`config.mk`:
```
export PLATFORM = sky130hd
export DESIGN_NAME = zx_ps2_scan_decoder_flat
export DESIGN_NICKNAME = d
export VERILOG_FILES = /design/src/rtl/zx_ps2_scan_decoder_if.sv /design/src/rtl/zx_ps2_scan_decoder.sv /design/src/flat_wrapper.sv
export SDC_FILE = /design/constraint.sdc
export NUM_CORES = 1
export LEC_CHECK = 0
export CAP_MARGIN = 30
export CORE_MARGIN = 2
export CORE_UTILIZATION = 50
export CTS_CLUSTER_SIZE = 40
export DETAILED_ROUTE_END_ITERATION = 7
export PLACE_DENSITY = 0.71
export SYNTH_ARGS = -nofsm -noshare
export SYNTH_HDL_FRONTEND = slang
export SYNTH_SLANG_ARGS = --single-unit
```
`constraint.sdc`:
```
create_clock -name clk_50M -period 2.1 [get_ports clk_50M]
set_input_delay 0.42 -clock clk_50M [delete_from_list [all_inputs] [get_ports clk_50M]]
set_output_delay 0.42 -clock clk_50M [all_outputs]
set_load 0.1 [all_outputs]
```
`src/rtl/zx_ps2_scan_decoder_if.sv`:
```
// -----------------------------------------------------------------------------
// zx_ps2_scan_decoder_if
// Bundles the PS/2 keyboard lines and the key-command outputs of the scan
// decoder.
//   ps2_clk   : PS/2 clock line (raw, asynchronous)
//   ps2_dat   : PS/2 data line (raw, asynchronous)
//   key_num   : ZX key index of the last command, 0..41
//   key_rel   : 1 = released, 0 = pressed
//   key_stb   : one-cycle command strobe
//   frame_err : one-cycle frame error pulse
// The master modport is the keyboard / environment side. The slave modport is
// the decoder side.
// -----------------------------------------------------------------------------
`timescale 1ns/1ps
interface zx_ps2_scan_decoder_if;
    logic       ps2_clk;
    logic       ps2_dat;
    logic [5:0] key_num;
    logic       key_rel;
    logic       key_stb;
    logic       frame_err;

    modport master (
        output ps2_clk,
        output ps2_dat,
        input  key_num,
        input  key_rel,
        input  key_stb,
        input  frame_err
    );

    modport slave (
        input  ps2_clk,
        input  ps2_dat,
        output key_num,
        output key_rel,
        output key_stb,
        output frame_err
    );
endinterface

```
`src/rtl/zx_ps2_scan_decoder.sv`:
```
// -----------------------------------------------------------------------------
// zx_ps2_scan_decoder
// Receives raw PS/2 keyboard frames and assembles scan-code set 2 sequences
// (E0 / F0 / E1 prefixes). Each make or break of a mapped key becomes a key
// command: a ZX matrix index (0..39 matrix, 40 magic, 41 Z80 reset) plus a
// released flag, issued as a one-cycle strobe.
// Ports:
//   clk_50M : system clock
//   rst_i   : asynchronous active-low reset
//   kbd     : slave side of zx_ps2_scan_decoder_if
//             (ps2_clk/ps2_dat in; key_num/key_rel/key_stb/frame_err out)
// Parameters:
//   FILTER_LEN  : stable synchronised samples needed before a line may change
//   TIMEOUT_CYC : idle cycles allowed between clock edges inside a frame
// -----------------------------------------------------------------------------
`timescale 1ns/1ps
module zx_ps2_scan_decoder #(
    parameter int FILTER_LEN  = 8,
    parameter int TIMEOUT_CYC = 50000
) (
    input  logic                   clk_50M,
    input  logic                   rst_i,
    zx_ps2_scan_decoder_if.slave   kbd
);

    localparam int FCW = $clog2(FILTER_LEN + 1);
    localparam int TCW = $clog2(TIMEOUT_CYC + 1);

    typedef enum logic [1:0] {
        ST_IDLE   = 2'd0,
        ST_DATA   = 2'd1,
        ST_PARITY = 2'd2,
        ST_STOP   = 2'd3
    } frame_state_t;

    // Odd parity: the eight data bits and the parity bit XOR to 1.
    function automatic logic odd_parity_ok(input logic [7:0] data, input logic par);
        return ^{data, par};
    endfunction

    // Translate {ext, set-2 make code} into {valid, ZX index}.
    // ZX index = half-row + 8 * key position within the half-row.
    function automatic logic [6:0] key_lookup(input logic ext, input logic [7:0] code);
        logic [6:0] res;
        res = 7'd0;
        if (ext) begin
            case (code)
                8'h5A:   res = {1'b1, 6'd6};    // keypad Enter
                default: res = 7'd0;
            endcase
        end else begin
            case (code)
                // CS Z X C V
                8'h12:   res = {1'b1, 6'd0};
                8'h1A:   res = {1'b1, 6'd8};
                8'h22:   res = {1'b1, 6'd16};
                8'h21:   res = {1'b1, 6'd24};
                8'h2A:   res = {1'b1, 6'd32};
                // A S D F G
                8'h1C:   res = {1'b1, 6'd1};
                8'h1B:   res = {1'b1, 6'd9};
                8'h23:   res = {1'b1, 6'd17};
                8'h2B:   res = {1'b1, 6'd25};
                8'h34:   res = {1'b1, 6'd33};
                // Q W E R T
                8'h15:   res = {1'b1, 6'd2};
                8'h1D:   res = {1'b1, 6'd10};
                8'h24:   res = {1'b1, 6'd18};
                8'h2D:   res = {1'b1, 6'd26};
                8'h2C:   res = {1'b1, 6'd34};
                // 1 2 3 4 5
                8'h16:   res = {1'b1, 6'd3};
                8'h1E:   res = {1'b1, 6'd11};
                8'h26:   res = {1'b1, 6'd19};
                8'h25:   res = {1'b1, 6'd27};
                8'h2E:   res = {1'b1, 6'd35};
                // 0 9 8 7 6
                8'h45:   res = {1'b1, 6'd4};
                8'h46:   res = {1'b1, 6'd12};
                8'h3E:   res = {1'b1, 6'd20};
                8'h3D:   res = {1'b1, 6'd28};
                8'h36:   res = {1'b1, 6'd36};
                // P O I U Y
                8'h4D:   res = {1'b1, 6'd5};
                8'h44:   res = {1'b1, 6'd13};
                8'h43:   res = {1'b1, 6'd21};
                8'h3C:   res = {1'b1, 6'd29};
                8'h35:   res = {1'b1, 6'd37};
                // Enter L K J H
                8'h5A:   res = {1'b1, 6'd6};
                8'h4B:   res = {1'b1, 6'd14};
                8'h42:   res = {1'b1, 6'd22};
                8'h3B:   res = {1'b1, 6'd30};
                8'h33:   res = {1'b1, 6'd38};
                // Space SS M N B (both right shift and left ctrl act as SS)
                8'h29:   res = {1'b1, 6'd7};
                8'h59:   res = {1'b1, 6'd15};
                8'h14:   res = {1'b1, 6'd15};
                8'h3A:   res = {1'b1, 6'd23};
                8'h31:   res = {1'b1, 6'd31};
                8'h32:   res = {1'b1, 6'd39};
                // F12 -> magic, F10 -> Z80 reset
                8'h07:   res = {1'b1, 6'd40};
                8'h09:   res = {1'b1, 6'd41};
                default: res = 7'd0;
            endcase
        end
        return res;
    endfunction

    // Line conditioning: bit 0 is the PS/2 clock, bit 1 the PS/2 data.
    logic [1:0]     raw_s;
    logic [1:0]     sync1_r;
    logic [1:0]     sync2_r;
    logic [1:0]     filt_r;
    logic [FCW-1:0] filt_cnt_r [2];
    logic           clk_filt_d_r;
    logic           edge_s;
    logic           dat_s;

    // Frame receiver state.
    frame_state_t   state_r;
    logic [2:0]     bit_cnt_r;
    logic [7:0]     shift_r;
    logic           par_ok_r;
    logic [TCW-1:0] tmo_cnt_r;
    logic           byte_stb_r;
    logic [7:0]     byte_r;
    logic           frame_err_r;

    // Sequence decoder state and outputs.
    logic           ext_r;
    logic           brk_r;
    logic [2:0]     skip_r;
    logic [6:0]     lookup_s;
    logic [5:0]     key_num_r;
    logic           key_rel_r;
    logic           key_stb_r;

    assign raw_s    = {kbd.ps2_dat, kbd.ps2_clk};
    assign edge_s   = clk_filt_d_r & ~filt_r[0];
    assign dat_s    = filt_r[1];
    assign lookup_s = key_lookup(ext_r, byte_r);

    assign kbd.key_num   = key_num_r;
    assign kbd.key_rel   = key_rel_r;
    assign kbd.key_stb   = key_stb_r;
    assign kbd.frame_err = frame_err_r;

    // Two-flop synchronisers and stability filters for both PS/2 lines.
    // Idle level of both lines is high, so everything resets to 1.
    always_ff @(posedge clk_50M or negedge rst_i) begin
        if (!rst_i) begin
            sync1_r      <= 2'b11;
            sync2_r      <= 2'b11;
            filt_r       <= 2'b11;
            clk_filt_d_r <= 1'b1;
            for (int i = 0; i < 2; i++) begin
                filt_cnt_r[i] <= FCW'(0);
            end
        end else begin
            sync1_r      <= raw_s;
            sync2_r      <= sync1_r;
            clk_filt_d_r <= filt_r[0];
            for (int i = 0; i < 2; i++) begin
                if (sync2_r[i] == filt_r[i]) begin
                    filt_cnt_r[i] <= FCW'(0);
                end else if (filt_cnt_r[i] == FCW'(FILTER_LEN - 1)) begin
                    // FILTER_LEN consecutive differing samples: accept new level.
                    filt_r[i]     <= sync2_r[i];
                    filt_cnt_r[i] <= FCW'(0);
                end else begin
                    filt_cnt_r[i] <= filt_cnt_r[i] + FCW'(1);
                end
            end
        end
    end

    // Frame state machine: start, 8 data bits LSB first, odd parity, stop,
    // with an inter-edge timeout while a frame is in progress.
    always_ff @(posedge clk_50M or negedge rst_i) begin
        if (!rst_i) begin
            state_r     <= ST_IDLE;
            bit_cnt_r   <= 3'd0;
            shift_r     <= 8'd0;
            par_ok_r    <= 1'b0;
            tmo_cnt_r   <= TCW'(0);
            byte_stb_r  <= 1'b0;
            byte_r      <= 8'd0;
            frame_err_r <= 1'b0;
        end else begin
            byte_stb_r  <= 1'b0;
            frame_err_r <= 1'b0;
            case (state_r)
                ST_IDLE: begin
                    tmo_cnt_r <= TCW'(0);
                    bit_cnt_r <= 3'd0;
                    if (edge_s) begin
                        if (!dat_s) begin
                            state_r <= ST_DATA;
                        end else begin
                            frame_err_r <= 1'b1;
                        end
                    end else begin
                        state_r <= ST_IDLE;
                    end
                end
                default: begin
                    if (edge_s) begin
                        tmo_cnt_r <= TCW'(0);
                        case (state_r)
                            ST_DATA: begin
                                shift_r   <= {dat_s, shift_r[7:1]};
                                bit_cnt_r <= bit_cnt_r + 3'd1;
                                if (bit_cnt_r == 3'd7) begin
                                    state_r <= ST_PARITY;
                                end else begin
                                    state_r <= ST_DATA;
                                end
                            end
                            ST_PARITY: begin
                                par_ok_r <= odd_parity_ok(shift_r, dat_s);
                                state_r  <= ST_STOP;
                            end
                            ST_STOP: begin
                                if (dat_s && par_ok_r) begin
                                    byte_stb_r <= 1'b1;
                                    byte_r     <= shift_r;
                                end else begin
                                    frame_err_r <= 1'b1;
                                end
                                state_r <= ST_IDLE;
                            end
                            default: begin
                                state_r <= ST_IDLE;
                            end
                        endcase
                    end else if (tmo_cnt_r == TCW'(TIMEOUT_CYC - 1)) begin
                        // Keyboard stopped clocking mid-frame: abandon it.
                        frame_err_r <= 1'b1;
                        tmo_cnt_r   <= TCW'(0);
                        state_r     <= ST_IDLE;
                    end else begin
                        tmo_cnt_r <= tmo_cnt_r + TCW'(1);
                    end
                end
            endcase
        end
    end

    // Sequence decoder: tracks E0/F0 prefixes, swallows the 8-byte Pause
    // sequence and emits a key command for every mapped make/break code.
    always_ff @(posedge clk_50M or negedge rst_i) begin
        if (!rst_i) begin
            ext_r     <= 1'b0;
            brk_r     <= 1'b0;
            skip_r    <= 3'd0;
            key_num_r <= 6'd0;
            key_rel_r <= 1'b1;
            key_stb_r <= 1'b0;
        end else begin
            key_stb_r <= 1'b0;
            if (frame_err_r) begin
                ext_r  <= 1'b0;
                brk_r  <= 1'b0;
                skip_r <= 3'd0;
            end else if (byte_stb_r) begin
                if (skip_r != 3'd0) begin
                    skip_r <= skip_r - 3'd1;
                    ext_r  <= 1'b0;
                    brk_r  <= 1'b0;
                end else begin
                    case (byte_r)
                        8'hE0: begin
                            ext_r <= 1'b1;
                        end
                        8'hF0: begin
                            brk_r <= 1'b1;
                        end
                        8'hE1: begin
                            // Pause: E1 plus seven more bytes, all ignored.
                            skip_r <= 3'd7;
                            ext_r  <= 1'b0;
                            brk_r  <= 1'b0;
                        end
                        8'hAA, 8'hFA, 8'hEE, 8'hFE, 8'h00, 8'hFF: begin
                            // Keyboard status / acknowledge bytes.
                            ext_r <= 1'b0;
                            brk_r <= 1'b0;
                        end
                        default: begin
                            if (lookup_s[6]) begin
                                key_stb_r <= 1'b1;
                                key_num_r <= lookup_s[5:0];
                                key_rel_r <= brk_r;
                            end else begin
                                key_stb_r <= 1'b0;
                            end
                            ext_r <= 1'b0;
                            brk_r <= 1'b0;
                        end
                    endcase
                end
            end else begin
                skip_r <= skip_r;
            end
        end
    end

endmodule

```
`src/flat_wrapper.sv`:
```
// flat-port wrapper written by rule: the top's interface ports become plain ports
module zx_ps2_scan_decoder_flat 
#(
    parameter int FILTER_LEN  = 8,
    parameter int TIMEOUT_CYC = 50000
)
  (clk_50M, rst_i, kbd_ps2_clk, kbd_ps2_dat, kbd_key_num, kbd_key_rel, kbd_key_stb, kbd_frame_err);
  zx_ps2_scan_decoder_if kbd_i ();
  input  logic clk_50M;
  input  logic rst_i;
  input wire logic [$bits(kbd_i.ps2_clk)-1:0] kbd_ps2_clk;
  input wire logic [$bits(kbd_i.ps2_dat)-1:0] kbd_ps2_dat;
  output wire logic [$bits(kbd_i.key_num)-1:0] kbd_key_num;
  output wire logic [$bits(kbd_i.key_rel)-1:0] kbd_key_rel;
  output wire logic [$bits(kbd_i.key_stb)-1:0] kbd_key_stb;
  output wire logic [$bits(kbd_i.frame_err)-1:0] kbd_frame_err;
  assign kbd_i.ps2_clk = kbd_ps2_clk;
  assign kbd_i.ps2_dat = kbd_ps2_dat;
  assign kbd_key_num = kbd_i.key_num;
  assign kbd_key_rel = kbd_i.key_rel;
  assign kbd_key_stb = kbd_i.key_stb;
  assign kbd_frame_err = kbd_i.frame_err;
  zx_ps2_scan_decoder #(.FILTER_LEN(FILTER_LEN), .TIMEOUT_CYC(TIMEOUT_CYC)) u_core (.clk_50M(clk_50M), .rst_i(rst_i), .kbd(kbd_i));
endmodule
```
# Word-level counts from Yosys, hierarchy flattened
# Memories as Yosys holds them, arrays and structs flattened.
# Cells that the tools add are included.
[op_classes]
n_reduce_logical = 22
eq_ne = 21
bitwise_logic = 8
muxes = 48
add_sub_neg = 5
[ops]
columns = ["cell", "count"]
rows = [
  ["$eq A8 B8 Y1 const B", 8],
  ["$mux W16", 3],
  ["$mux W1", 22],
  ["$mux W3", 7],
  ["$mux W7", 3],
  ["$add A16 B1 Y16 const B", 1],
  ["$eq A16 B16 Y1 const B", 1],
  ["$mux W4", 4],
  ["$reduce_and A2 Y1", 7],
  ["$mux W2", 6],
  ["$reduce_bool A3 Y1", 3],
  ["$reduce_or A9 Y1", 1],
  ["$reduce_xor A9 Y1", 1],
  ["$add A4 B1 Y4 const B", 2],
  ["$eq A4 B3 Y1 const B", 2],
  ["$eq A8 B7 Y1 const B", 1],
  ["$logic_not A8 Y1", 1],
  ["$not A1 Y1", 7],
  ["$ne A3 B1 Y1 const B", 2],
  ["$reduce_and A3 Y1", 2],
  ["$reduce_bool A2 Y1", 3],
  ["$reduce_and A5 Y1", 1],
  ["$eq A2 B2 Y1 const B", 2],
  ["$pmux W1 S2", 2],
  ["11 further kinds", 12],
]
[word_totals]
output_inout_bits = 9
regBits = 68
mem_count = 1
romBits = 896
[memory_table]
columns = ["memory", "depth", "width", "read_ports", "rd_clocked_by_memory_dff", "write_ports", "line_no", "source"]
rows = [
  ["(no name shown)", 128, 7, 1, 0, 0, "zx_ps2_scan_decoder.sv:52", "case (code)"],
]

# Logic depth before layout (Yosys ltp)
[logic_depth]
ltp_word = 8
depth_mapped = 9

# Worst setup path after synthesis
# Ideal clock, no wire load.
[synth_timing]
kind = "register -> register"
from = "register u_core.byte_r[0]"
to = "register u_core.key_num_r[0], in the netlist u_core.kbd.key_num[0]"
setup_slack_ns = -0.251
setup_ns = 0.126
arrival_ns = 2.224
stages_incl_launch_ff = 9
required_time_ns = 1.974
period_less_slack_ns = 2.351
cell_sequence = "dfrtp_1 > inv_1 > ha_1 > or2b_1 > nor2_1 > a2111oi_0 > o31ai_2 > a21oi_4 > mux2_4"
[synth_via]
elab_chain_len = 4
word_cells_on_any_way = 17
[synth_lines]
columns = ["item", "line_no", "source"]
rows = [
  ["start, declared", "zx_ps2_scan_decoder.sv:128", "logic [7:0] byte_r;"],
  ["start signal, assigned", "zx_ps2_scan_decoder.sv:228", "byte_r <= shift_r;"],
  ["$mem_v2 Z128 W7, or another cell as far along", "n/a", ""],
  ["$mux W7, or another cell as far along", "zx_ps2_scan_decoder.sv:52", ""],
  ["$mux W7 / $not A1 Y1 (equally long branches)", "n/a", ""],
  ["$reduce_and A5 Y1 (no line)", "n/a", ""],
  ["end signal, assigned", "zx_ps2_scan_decoder.sv:294", "key_num_r <= lookup_s[5:0];"],
  ["end, declared", "zx_ps2_scan_decoder.sv:136", "logic [5:0] key_num_r;"],
]
# Several ways; a longest one is shown, not always the timed one.
# A chain may end at the register's enable or synchronous reset.

# Worst setup path in the final report
[layout_timing]
from = "register u_core.byte_r[1]"
to = "register u_core.key_num_r[0], in the netlist u_core.kbd.key_num[0]"
# The elaborated chain is that of the path after synthesis.

==> results <==
- STA classifies the critical path startpoint as a register.
- The upper clock frequency limit is 0.441 GHz.
- From left edge to right edge, the die measures 92.3 um.
- The count of filler cells inserted in the layout is 596.
- In the final layout, the share of cells above drive strength 1 is 29.3%.
- The total CTS buffers is 9.
- Data on the critical path is required at its endpoint by 2.34 ns.
- The length of the first detailed-routing pass in iterations is 4.
- The path class of the tightest hold or removal check is in -> async.
- The initial antenna violation count was 0.
- The number of clock sinks is 68.
- The top fanout value on the critical path is 8.
- The worst path uses 108% of the clock period.
- The synthesized design contains 0 enable-type register cells.
- The power density relative to cell area is 641 nW/um^2.
- The async set-or-reset flop fraction in the synthesized netlist is 100%.
- The average wire length per cell after detail routing is 15.0 um.
- The final reports fail on negative setup slack.
- At the pin with the least slew margin, the transition time is 0.516 ns.
- Dividing the synthesized area by the synthesized cell count gives 9.80 sq um.
- The synthesized net count is 420.
- The most common library cell in the layout ignoring fill and taps is sky130_fd_sc_hd__dfrtp_1.
- Setup repair after global routing could not meet its margin everywhere.
- The DRC violations left is 0.
- The peak supply drop is 0.677 mV.
- After detailed routing, the number of vias per cell comes to 5.51.
- The number of global-route vias before repair is 3,019.
- In the final design database the tool counted 481 nets.
- The signal on the critical path passes through inv_4 -> ha_4 -> nor2b_1 -> nor2_1 -> o221a_1 -> o31ai_4 -> a21oi_4 -> buf_12 -> mux2_4.
- In this run the tightest slew margin relative to its limit is 65.3%.
- The number of port buffers is 12.
- From bottom edge to top edge, the die measures 92.3 um.
- Counting every instance in the synthesized netlist gives 398.
- The flop and latch count out of synthesis is 68.
- The number of max-slew violations in the final report came to 0.
- The final setup violation count is 7.
- Compared with the post-synthesis result, the final layout area differs by 24.2%.
- Across the run, the number of max-cap violations was 0.
- In the global route stage, overall resource usage came out at 21.4%.
- The total grt overflow is 0.
- The simple-gate share of the synthesized area is 17.5%.
- The clock-pin slew reported for the worst setup and hold paths after clock tree synthesis is 0.08 ns.
- The die area is 8520 sq um.
- For this run, the slowest stage of the critical path takes 0.48 ns.
- After layout, the worst setup slack is -0.170 ns.
- The area fraction of the dominant cell type after synthesis is 38.5%.
- The overall power of the completed layout is 3.11 mW.
- The prevailing post-synth register cell is sky130_fd_sc_hd__dfrtp_1.
- The cell taking the most area after synthesis is sky130_fd_sc_hd__dfrtp_1.
- The total number of vias is 3,120.
- The violation count after the first detailed-routing iteration is 242.
- By area, the combinational part of the netlist is dominated by simple AND/OR/NAND/NOR gates.
- The family of cells with the greatest summed delay on the critical path is compound AO/OA/AOI/OAI gates.
- The cell with the biggest individual delay on the critical path is sky130_fd_sc_hd__dfrtp_2.
- The post-DP HPWL is 5910 um.
- Once detail routing completed, the nets flagged for antenna violations numbered 0.
- Summing the areas of all compound-gate instances in the mapped netlist gives 14.5% of the synthesized area.
- The data arrival time of the worst path is 2.51 ns.
- The run finished, with violations left.
- The final hold violation count came to 0.
- The number of antenna cells inserted is 0.
- The netlist uses 63 different library cells.
- The number of buffers and inverters on the critical path is 2.
- In the layout the commonest cells are sky130_fd_sc_hd__dfrtp_1, sky130_fd_sc_hd__buf_4, sky130_fd_sc_hd__nor2_1.
- The worst clock skew is 0.0150 ns.
- The synthesized netlist devotes 5.77% of its cell area to adder and majority cells.
- The worst hold slack is 0.0754 ns.
- The clock insertion delay at the later pin of the skew report is 0.35 ns.
- During synthesis, Yosys emitted a total of 0 warnings.
- The sequential element share of the synthesized area is 43.9%.
- In this run the number of H-tree levels came out at 3.
- The routed design could run at a clock period as short as 2.27 ns.
- The weighted congestion at the end of routability-driven global placement is 0.904.
- The nature of the critical path endpoint is a register.
- The effective utilization at floorplan is 51.0%.
- The total core area is 7650 sq um.
- The multiplexer area fraction after synthesis is 7.28%.
- The standard-cell row count is 32.
- The total detailed-routing wirelength is 8510 um.
- After Yosys synthesis, XOR and XNOR cells account for 6.06% of the synthesized area.
- The netlist area before placement is 3900 sq um.
- Summed over all cells, the static leakage comes to 2.08 nW.
- 13 I/O pins were placed.
- The cell chosen for the clock root is sky130_fd_sc_hd__clkbuf_8.
- The type of the setup path with the least slack is reg -> reg.
- Entering global routing, the biggest net connects 69 pins.
- TritonCTS built the clock tree.
- Yosys attributes the largest share of cell area to sky130_fd_sc_hd__dfrtp_1, sky130_fd_sc_hd__ha_1, sky130_fd_sc_hd__dfstp_2.
- The maximum count of clock buffers along a single path is 2.
- The first global-routing pass estimated 14,400 um of wire.
[cell families after synthesis]
family	Yosys count
AO/OA/AOI/OAI	83
XOR/XNOR	27
adder cells (fa/ha/maj)	18
buffers and inverters	36
flip-flops	68
multiplexers	24
AND/OR/NAND/NOR	142
[per-stage QoR]
step           instances  instance area [sq um]  util (%)  worst slack (ns)  TNS, ns
2_1_floorplan        398                   3910         -           -0.0808   -0.407
3_3_place_gp         542                   4420      57.8            -0.134   -0.728
3_5_place_dp         542                   4420      57.8            -0.220    -1.26
4_1_cts              565                   4820      63.0           -0.0819   -0.397
5_1_grt              566                   4840      63.4            -0.207    -1.26
6_report             566                   4840      63.4            -0.170    -1.02
[synthesized netlist by cell type (2+ instances only)]
library cell	count
sky130_fd_sc_hd__or3_1	2
sky130_fd_sc_hd__dfrtp_1	60
sky130_fd_sc_hd__mux2_2	14
sky130_fd_sc_hd__a311oi_2	2
sky130_fd_sc_hd__dfstp_2	8
sky130_fd_sc_hd__ha_1	18
sky130_fd_sc_hd__inv_1	15
sky130_fd_sc_hd__a31oi_1	6
sky130_fd_sc_hd__o21ai_0	20
sky130_fd_sc_hd__nor2_1	46
sky130_fd_sc_hd__nor3_1	12
sky130_fd_sc_hd__or2_1	2
sky130_fd_sc_hd__xnor2_1	19
sky130_fd_sc_hd__o31ai_1	2
sky130_fd_sc_hd__nor2b_1	8
sky130_fd_sc_hd__buf_4	3
sky130_fd_sc_hd__nor4_1	3
sky130_fd_sc_hd__mux2_4	5
sky130_fd_sc_hd__buf_6	6
sky130_fd_sc_hd__buf_2	2
sky130_fd_sc_hd__a311oi_1	6
sky130_fd_sc_hd__nor3b_1	2
sky130_fd_sc_hd__o211ai_1	3
sky130_fd_sc_hd__a2111oi_0	2
sky130_fd_sc_hd__nand2_1	35
sky130_fd_sc_hd__and2b_2	3
sky130_fd_sc_hd__mux2i_1	4
sky130_fd_sc_hd__clkbuf_1	7
sky130_fd_sc_hd__a21o_1	2
sky130_fd_sc_hd__xor2_1	8
sky130_fd_sc_hd__nand3_1	15
sky130_fd_sc_hd__a21oi_1	23
sky130_fd_sc_hd__and4_1	2
sky130_fd_sc_hd__and3_1	2
sky130_fd_sc_hd__a211oi_1	2
sky130_fd_sc_hd__o22ai_1	2
[layout make-up]
type | instances | area (sq um) | area share (%)
multi-input cells | 294 | 2130 | 44.1
clock buffers | 12 | 155 | 3.20
well taps | 102 | 128 | 2.63
clock inverters | 4 | 48.8 | 1.01
flip-flops and latches | 68 | 1710 | 35.4
inverters | 17 | 66.3 | 1.37
repair buffers | 69 | 598 | 12.3
[power by group]
part           switching, mW  internal (mW)
logic                  0.261          0.199
clock network          0.504          0.612
registers              0.102           1.43
total                  0.867           2.24
[state kept, by name, indices dropped and copies added, names as in the netlist, 2 cells and up]
register,count
u_core.bit_cnt_r,3
u_core.byte_r,8
u_core.filt_cnt_r,8
u_core.filt_r,2
u_core.kbd.key_num,6
u_core.shift_r,8
u_core.skip_r,3
u_core.state_r,2
u_core.sync1_r,2
u_core.sync2_r,2
u_core.tmo_cnt_r,16
[final timing paths]
check                                        startpoint                           endpoint  slack [ns]  cells past startpoint
max                        u_core.byte_r[1]$_DFFE_PN0P_  u_core.kbd.key_num[0]$_DFFE_PN0P_       -0.17                      9
min                                               rst_i  u_core.kbd.key_num[4]$_DFFE_PN0P_        0.08                      2
max reg2reg                u_core.byte_r[1]$_DFFE_PN0P_  u_core.kbd.key_num[0]$_DFFE_PN0P_       -0.17                      9
min reg2reg                 u_core.sync1_r[0]$_DFF_PN1_        u_core.sync2_r[0]$_DFF_PN1_        0.36                      0
max in group asynchronous                         rst_i      u_core.clk_filt_d_r$_DFF_PN1_        1.68                      2
min in group clk_50M        u_core.sync1_r[0]$_DFF_PN1_        u_core.sync2_r[0]$_DFF_PN1_        0.36                      0
[what timing repair did]
item | in CTS | in global routing
gates cloned | 0 | 0
endpoints found under the setup margin | 7 | 9
setup buffers | 7 | 2
hold endpoints to repair | 0 | 0
hold buffers | 0 | 0
pin swaps | 12 | 4
resized for setup | 22 | 4
[layer usage]
layer	global-route usage [%]	part of all wire, %	vias up
met5	0	0	-
met4	8.83	2.5	0
met3	3.91	4.0	18
met2	34.6	48	85
met1	28.6	45	1499
li1	-	-	1518
Power figures use the tool's default switching activity.
==> edit, RTL diff (same settings) <==
Encoding of `frame_state_t`: now one-hot (4 bits for 4 states).
--- a/src/rtl/zx_ps2_scan_decoder.sv
+++ b/src/rtl/zx_ps2_scan_decoder.sv
@@ -26,11 +26,11 @@
     localparam int FCW = $clog2(FILTER_LEN + 1);
     localparam int TCW = $clog2(TIMEOUT_CYC + 1);
 
-    typedef enum logic [1:0] {
-        ST_IDLE   = 2'd0,
-        ST_DATA   = 2'd1,
-        ST_PARITY = 2'd2,
-        ST_STOP   = 2'd3
+    typedef enum logic [3:0] {
+        ST_IDLE   = 4'b0001,
+        ST_DATA   = 4'b0010,
+        ST_PARITY = 4'b0100,
+        ST_STOP   = 4'b1000
     } frame_state_t;
 
     // Odd parity: the eight data bits and the parity bit XOR to 1.
Formal check against the unedited RTL: same outputs for any inputs over 10 cycles, from zero or initial values and one cycle with rst_i low; not proved beyond that.
==> edit against the unedited design <==
  * The flow still finishes with violations (setup timing)
  * Sequential share of layout area rose by 0.24 points
  * Core utilization rose by 0.78 points
  * Count of clock-buffer cells in the layout fell by 2
  * Power rose by 17%
  * Sequential cell count rose by 2
  * Fmax rose by 6.0%
  * Sequential power rose by 7%
  * Cell area rose by 2.3%
  * Global-route usage rose by 1.2 points
  * Area after synthesis rose by 2.1%
  * Wire length rose by 5.8%
  * Setup slack improved by 0.13 ns
  * Via count rose by 4.0%
  * Largest cell class unchanged
==> edit: results (changes against the unedited design) <==
run status=finished, violations left; failing checks=setup timing; skew final=0.0124 ns (-0.00265 ns); min setup slack post-route=-0.0423 ns (+0.128 ns); Max-slew headroom=0.661 (+0.00857); M2 GR Usage=0.356 (+0.0100); met3 Resource Use GR=0.0556 (+0.0165); first-pass GRT wire length=15400 um (+7.1%); fillcell total=629 (+5.5%); Post-synth top cells=61 x dfrtp_1, 49 x nor2_1, 31 x nand2_1, 21 x a21oi_1, 21 x nand3_1; Port Buffers=12 (unchanged); Synth Instances=408 (+2.5%); met2 WL=4340 um (+5.8%); vias per inst=5.67 (+2.9%); Yosys cell types=65 (+3.2%); async set-or-reset flop fraction in the synthesized netlist=1.00 (unchanged); post-synthesis sequential area ratio=0.443 (+0.00364); total track usage=0.227 (+0.0124); met1 Track Usage GR=0.306 (+0.0204); CP peak stage delay=0.50 ns (+0.02 ns); endpoints failing setup=6 (-1); placed cell areas=4530 um^2 (+2.4%); largest net degree at the start of global routing=71 (+2.9%); share of cells above drive strength 1=0.311 (+0.0175); top cells by area, synth=dfrtp_1 38%, dfstp_2 5.9%, mux2_2 5.4%, nor2_1 4.6%, ha_1 4.1%; grt ovf=0 (unchanged); First DRT Iteration DRCs=159 (-34%); CP Data Arrival Time=2.37 ns (-0.14 ns); area leader, netlist=dfrtp_1; Top delay family on crit path=compound AO/OA/AOI/OAI gates; vias=3244 (+4.0%); slowest cell on the critical path=dfrtp_2; GPL Wtd Cong=0.926 (+2.4%); Leak=2.12 nW (+2.0%); TritonCTS buffer count=9 (unchanged); max reg flops=16 (unchanged); net count after synthesis=425 (+1.2%); Nets=482 (+0.21%); initial antenna violation count=0 (unchanged); WL met3=311 um (-7.7%); Clock transition at path regs=0.09 ns; M1 WL=4090 um (+5.9%); uppermost routed layer=met4; setup_tns=-0.152 ns (+0.872 ns); Inst Count DP=548 (+1.1%); ant diodes=0 (unchanged); Routed WL=9010 um (+5.8%); post-DP HPWL=6410 um (+8.4%); worst vdd ir=0.000771 V (+14%)
## edit: changes by cell type in the layout (fill, tap and decap cells not counted), moves of 4 or more
| cell | before | now |
|---|---|---|
| a311oi_1 | 6 | 1 |
| and3_1 | 2 | 6 |
| buf_6 | 4 | 0 |
| ha_1 | 13 | 8 |
| mux2_2 | 14 | 19 |
| nand2_1 | 35 | 31 |
| nand2b_1 | 1 | 5 |
| nand3_1 | 14 | 21 |
| nor2_1 | 44 | 48 |
| o21a_1 | 0 | 4 |
## edit: area by class of cell
type / instances / area (um^2) / area share
multi-input combinational: 304 / 2190 / 0.442
sequential: 70 / 1770 / 0.356
timing repair buffer: 68 / 601 / 0.121
clock buffer: 10 / 128 / 0.0258
tap: 102 / 128 / 0.0258
clock inverter: 6 / 93.8 / 0.0189
inverter: 12 / 50.0 / 0.0101
## edit: repair_timing
| action | 4_1_cts | 5_1_grt |
|---|---|---|
| pin swaps | 6 | 8 |
| setup endpoints to repair | 6 | 7 |
| buffers inserted | 5 | 3 |
| gates resized for setup | 17 | 9 |
## edit: stage by stage
step | util | total power, mW | setup slack (ns)
after floorplan | - | 2.17 | 0.0000677
after global placement | 0.586 | 2.39 | -0.0548
after detailed placement | 0.586 | 2.42 | -0.141
after CTS | 0.631 | 3.67 | -0.0233
after global routing | 0.641 | 3.85 | -0.119
final | 0.641 | 3.63 | -0.0423
## edit: power breakdown
group          total (mW)  internal, mW  switching [mW]
combinational       0.763         0.329           0.433
clock                1.23         0.680           0.550
sequential           1.63          1.51           0.125
## edit: final timing paths
path                                         startpoint                           endpoint  slack (ns)  depth (start not counted)
min                                               rst_i  u_core.kbd.key_num[0]$_DFFE_PN0P_        0.07                          2
min in group clk_50M        u_core.sync1_r[1]$_DFF_PN1_        u_core.sync2_r[1]$_DFF_PN1_        0.36                          0
max in group asynchronous                         rst_i       u_core.filt_r[0]$_DFFE_PN1P_        1.68                          2
max                        u_core.byte_r[0]$_DFFE_PN0P_  u_core.kbd.key_num[4]$_DFFE_PN0P_       -0.04                          8
min reg2reg                 u_core.sync1_r[1]$_DFF_PN1_        u_core.sync2_r[1]$_DFF_PN1_        0.36                          0
max reg2reg                u_core.byte_r[0]$_DFFE_PN0P_  u_core.kbd.key_num[4]$_DFFE_PN0P_       -0.04                          8
## edit: kinds of logic after synthesis
| kind of cell | after synthesis | share of synthesized area |
|---|---|---|
| AO/OA/AOI/OAI | 79 | 0.138 |
| flip-flops | 70 | 0.443 |
| adder cells (fa/ha/maj) | 13 | 0.0408 |
| multiplexers | 28 | 0.0829 |
| XOR/XNOR | 26 | 0.0572 |
| buffers and inverters | 34 | 0.0408 |
| AND/OR/NAND/NOR | 158 | 0.198 |
